File: src/rtl/sample_frame_loader_if.sv
// sample_frame_loader_if: sample input, frame output and control bundle for the frame loader.
// sum_o exists only when FRAME_SUM_EN is defined.
interface sample_frame_loader_if #(
    parameter int N = 4,
    parameter int M = 10
);
    logic [N-1:0] din_i;
    logic         din_valid_i;
    logic         din_ready_o;
    logic         flush_i;
    logic         frame_done_i;
    logic [N-1:0] frame_o [0:M-1];
    logic         frame_valid_o;
    logic [3:0]   count_o;
`ifdef FRAME_SUM_EN
    logic [N+3:0] sum_o;
    modport master (output din_i, din_valid_i, flush_i, frame_done_i,
                    input din_ready_o, frame_o, frame_valid_o, count_o, sum_o);
    modport slave (input din_i, din_valid_i, flush_i, frame_done_i,
                   output din_ready_o, frame_o, frame_valid_o, count_o, sum_o);
`else
    modport master (output din_i, din_valid_i, flush_i, frame_done_i,
                    input din_ready_o, frame_o, frame_valid_o, count_o);
    modport slave (input din_i, din_valid_i, flush_i, frame_done_i,
                   output din_ready_o, frame_o, frame_valid_o, count_o);
`endif
endinterface

File: src/rtl/sample_frame_loader.sv
// sample_frame_loader: collects M serial samples into a frame and holds it until the consumer releases it.
// Define FRAME_SUM_EN to add a running sum of the current frame on sum_o.
module sample_frame_loader #(
    parameter int N = 4,
    parameter int M = 10
) (
    input  logic                  clk_i,
    input  logic                  rst_i,
    sample_frame_loader_if.slave  bus
);
    typedef enum logic {FILL, HOLD} state_t;

    state_t       state_q, state_d;
    logic [3:0]   count_q, count_d;
    logic [N-1:0] frame_q [0:M-1];
    logic [N-1:0] frame_d [0:M-1];
    logic         accept;
`ifdef FRAME_SUM_EN
    logic [N+3:0] sum_q, sum_d;
`endif

    // Reset is folded in so ready is low the instant rst_i drops.
    assign bus.din_ready_o   = rst_i && (state_q == FILL);
    assign accept            = bus.din_ready_o && bus.din_valid_i;
    assign bus.frame_o       = frame_q;
    assign bus.count_o       = count_q;
    assign bus.frame_valid_o = (state_q == HOLD);
`ifdef FRAME_SUM_EN
    assign bus.sum_o         = sum_q;
`endif

    always_comb begin
        state_d = state_q;
        count_d = count_q;
        frame_d = frame_q;
`ifdef FRAME_SUM_EN
        sum_d   = sum_q;
`endif
        if (bus.flush_i) begin
            state_d = FILL;
            count_d = '0;
            for (int i = 0; i < M; i++) frame_d[i] = '0;
`ifdef FRAME_SUM_EN
            sum_d   = '0;
`endif
        end else if (state_q == HOLD && bus.frame_done_i) begin
            state_d = FILL;
            count_d = '0;
`ifdef FRAME_SUM_EN
            sum_d   = '0;
`endif
        end else if (accept) begin
            for (int i = 0; i < M; i++) if (count_q == 4'(i)) frame_d[i] = bus.din_i;
            count_d = count_q + 4'd1;
            state_d = (count_q == 4'(M - 1)) ? HOLD : FILL;
`ifdef FRAME_SUM_EN
            sum_d   = sum_q + (N + 4)'(bus.din_i);
`endif
        end
    end

    always_ff @(posedge clk_i or negedge rst_i) begin
        if (!rst_i) begin
            state_q <= FILL;
            count_q <= '0;
            for (int i = 0; i < M; i++) frame_q[i] <= '0;
`ifdef FRAME_SUM_EN
            sum_q   <= '0;
`endif
        end else begin
            state_q <= state_d;
            count_q <= count_d;
            frame_q <= frame_d;
`ifdef FRAME_SUM_EN
            sum_q   <= sum_d;
`endif
        end
    end
endmodule

File: src/flat_wrapper.sv
// flat-port wrapper written by rule: the top's interface ports become plain ports
module sample_frame_loader_flat 
#(
    parameter int N = 4,
    parameter int M = 10
)
  (clk_i, rst_i, bus_din_i, bus_din_valid_i, bus_flush_i, bus_frame_done_i, bus_din_ready_o, bus_frame_o, bus_frame_valid_o, bus_count_o);
  sample_frame_loader_if #(.N(N), .M(M)) bus_i ();
  input  logic clk_i;
  input  logic rst_i;
  input wire logic [$bits(bus_i.din_i)-1:0] bus_din_i;
  input wire logic [$bits(bus_i.din_valid_i)-1:0] bus_din_valid_i;
  input wire logic [$bits(bus_i.flush_i)-1:0] bus_flush_i;
  input wire logic [$bits(bus_i.frame_done_i)-1:0] bus_frame_done_i;
  output wire logic [$bits(bus_i.din_ready_o)-1:0] bus_din_ready_o;
  output wire logic [$bits(bus_i.frame_o)-1:0] bus_frame_o;
  output wire logic [$bits(bus_i.frame_valid_o)-1:0] bus_frame_valid_o;
  output wire logic [$bits(bus_i.count_o)-1:0] bus_count_o;
  assign bus_i.din_i = bus_din_i;
  assign bus_i.din_valid_i = bus_din_valid_i;
  assign bus_i.flush_i = bus_flush_i;
  assign bus_i.frame_done_i = bus_frame_done_i;
  assign bus_din_ready_o = bus_i.din_ready_o;
  assign bus_frame_o = {>>{bus_i.frame_o}};
  assign bus_frame_valid_o = bus_i.frame_valid_o;
  assign bus_count_o = bus_i.count_o;
  sample_frame_loader #(.N(N), .M(M)) u_core (.clk_i(clk_i), .rst_i(rst_i), .bus(bus_i));
endmodule
File: config.mk
export PLATFORM = sky130hd
export DESIGN_NAME = sample_frame_loader_flat
export DESIGN_NICKNAME = d
export VERILOG_FILES = /design/src/rtl/sample_frame_loader_if.sv /design/src/rtl/sample_frame_loader.sv /design/src/flat_wrapper.sv
export SDC_FILE = /design/constraint.sdc
export NUM_CORES = 1
export LEC_CHECK = 0
export ABC_AREA = 1
export BUFFER_PORTS_ARGS = -buffer_cell sky130_fd_sc_hd__buf_4
export CORE_UTILIZATION = 45
export DETAILED_ROUTE_END_ITERATION = 7
export PLACE_DENSITY = 0.7
export SKIP_CTS_REPAIR_TIMING = 1
export SYNTH_ARGS = -nofsm -noshare
export SYNTH_HDL_FRONTEND = slang
export SYNTH_SLANG_ARGS = --single-unit
File: constraint.sdc
create_clock -name clk_i -period 3.5 [get_ports clk_i]
set_clock_uncertainty 0.15 [all_clocks]
set_input_delay 0.175 -clock clk_i [delete_from_list [all_inputs] [get_ports clk_i]]
set_output_delay 0.175 -clock clk_i [all_outputs]
set_load 0.01 [all_outputs]
==> metrics.yaml <==
fmax_mhz: 489
worstPathMaxFanout: 47
max_cap_viol_count: 0
synthTopCellsByArea: "dfrtp_1 55%, nand2_1 27%, nor2_2 3.4%, ha_1 3.1%, inv_1 2.0%"
ys_async_sr_fraction: 1.00
crit_path_frequent_cell: "buf_4"
yosysSeqAreaShare: 0.551
slowest_stage: "dlygate4sd3_1"
routed_wl_mm: 4.43
routed_via_density: 4.74
grtUsageTotal: 0.201
syn_area_per_cell_um2: 8.07
path_cells: "dlygate4sd3_1, buf_4, buf_4, inv_1, nor2_1, buf_4"
power_frac_clock: 0.327
r2r_cells: 6
yosys_warnings: 0
worst-slew-pin-transition_ns: 0.574
place_congestion: 0.890
grt_first_pass_wirelength_mm: 7.53
final_max_slew_viol_count: 0
path_clk_slew_ns: 0.08
yosys_register_bits: 45
stdcell_count: 364
finalPower_mw: 0.937
cts_buffers: 5
wl_per_cell_um: 12.2
grt_pass1_vias: 1624
synth_top_area_frac: 0.551
setup_viol: 0
hold_path_class: "in2reg"
cts-root-buf: "clkbuf_8"
die_area_um2: 4810
cp-end-kind: "primary output"
path_class: "in2out"
p_leak_nw: 1.51
io_buffer_count: 54
rows: 24
status: "completed"
required_ns: 3.17
crit_path_start: "rst_i"
syn_inst: 253
fin_crit_sh: 0.585
pin_count: 55
clockBufferDepth: 2
die_w_um: 69.4
peakVddDrop_mv: 0.209
crit_end: "bus_din_ready_o"
drtAntennaViolNets: 0
power.density_nw_per_um2: 364
dpl_cell_area_um2: 2480
drive_gt1_frac: 0.244
max_slew_margin: 0.618
dp.cells: 355
initial_core_util: 0.469
netlist_area_um2: 2040
design_area_um2: 2570
fin_nets: 325
critPathLaunchType: "primary input"
synth_top_cell_by_area: "dfrtp_1"
max_stage_delay_ns: 0.53
insertion_delay_ns: 0.29
p_sw_mw: 0.239
share_comb_of_total_power: 0.103
synth_cell_types: 16
ys.flop_type: "dfrtp_1"
hold_violations: 0
vias: 1726
hpwl_mm: 3.13
syn_to_final_growth_pct: 26.0
rrSetupSlack_ns: 1.82
r2r-start: "u_core.bus.frame_valid_o"
cts_tree: "yes"
holdWs_ns: 0.0606
antennaDiodeCount: 0
p_int_mw: 0.698
core_um2: 4350
rsz0062_at_grt: "false"
rr_endpoint: "u_core.bus.frame_o[13]"
antenna_found_initial: 0
min_period_ns: 2.05
grt.overflow.total: 0
dieHeight_um: 69.4
dr.pass1.iters: 4
swShare: 0.255
drtIter0Drc: 98
synth_edf_count: 0
route.detailed.drc: 0
power.share.sequential: 0.571
worst_ep_arrival_time_ns: 1.72
cts_htree_levels: 2
cts_sinks: 45
setup_tns_ns: 0
grt_max_degree: 48
syn_nets: 267
[flip-flops by register name, summed over array words and instances, names as in the netlist]
name / cells
u_core.bus.frame_o: 40
u_core.bus.count_o: 4
u_core.bus.frame_valid_o: 1
[worst max-delay path, delay by kind of cell]
kind                   cells  cell delay (ns)
AND/OR/NAND/NOR            1             0.15
buffers and inverters      5             1.36
[routing by layer]
metal / part of all wire / track usage / wire (um)
met1: 0.49 / 0.274 / 2170
met2: 0.45 / 0.315 / 2000
met3: 0.044 / 0.0349 / 196
met4: 0.015 / 0.0884 / 66
met5: 0 / 0 / 0
[cell usage after synthesis, types with 2 or more instances]
library cell,count
inv_1,11
o21ai_0,3
nor2_1,8
nand4_1,2
ha_1,5
buf_4,3
a21oi_1,3
nand3_1,8
nand2_1,149
nor2_2,11
dfrtp_1,45
[layout by cell type (no fill, tap or decap), types with 2 or more instances in the layout]
cell type  synthesis  routed
inv_1             11      11
nand2_1          149     149
nor2_2            11      11
nor2_1             8       8
dfrtp_1           45      45
clkinv_2           0       2
buf_4              3      55
o21ai_0            3       3
ha_1               5       5
a21oi_1            3       3
nand4_1            2       2
clkbuf_8           0       5
nand3_1            8       8
[worst min path at each step]
stage	start	endpoint	slack [ns]	cells past startpoint
after floorplan	rst_i	u_core.bus.count_o[0]	-0.27	0
after global placement	rst_i	u_core.bus.frame_o[16]	0.21	2
after detailed placement	rst_i	u_core.bus.frame_o[18]	0.21	2
after CTS	rst_i	u_core.bus.frame_o[18]	-0.11	2
after global routing	bus_din_valid_i	u_core.bus.count_o[2]	0.08	4
final	bus_din_valid_i	u_core.bus.count_o[2]	0.06	4
[logic make-up after synthesis]
family	Yosys count	synth area share
AND/OR/NAND/NOR	180	0.362
flip-flops	45	0.551
buffers and inverters	17	0.0410
AO/OA/AOI/OAI	6	0.0147
adder cells (fa/ha/maj)	5	0.0306
[power by group through the flow]
stage	combinational [mW]	clock, mW	sequential (mW)
final	0.0961	0.306	0.535
after global routing	0.108	0.335	0.536
after CTS	0.0969	0.317	0.535
after detailed placement	0.0965	0	0.546
after global placement	0.0956	0	0.545
after floorplan	0.0489	0	0.548
[layout make-up]
type | instances | area [um^2]
Clock buffer | 6 | 72.6
Clock inverter | 2 | 10.0
Fill cell | 416 | 1780
Inverter | 12 | 45.0
Multi-Input combinational cell | 191 | 832
Sequential cell | 45 | 1130
Tap cell | 52 | 65.1
Timing Repair Buffer | 56 | 423
[through the flow]
stage,utilization,setup WS (ns)
5_1_grt,0.591,1.28
2_1_floorplan,-,2.14
3_3_place_gp,0.570,1.86
3_5_place_dp,0.570,1.84
6_report,0.591,1.45
4_1_cts,0.589,1.82
Note: power is estimated with default switching activity, not from simulation.
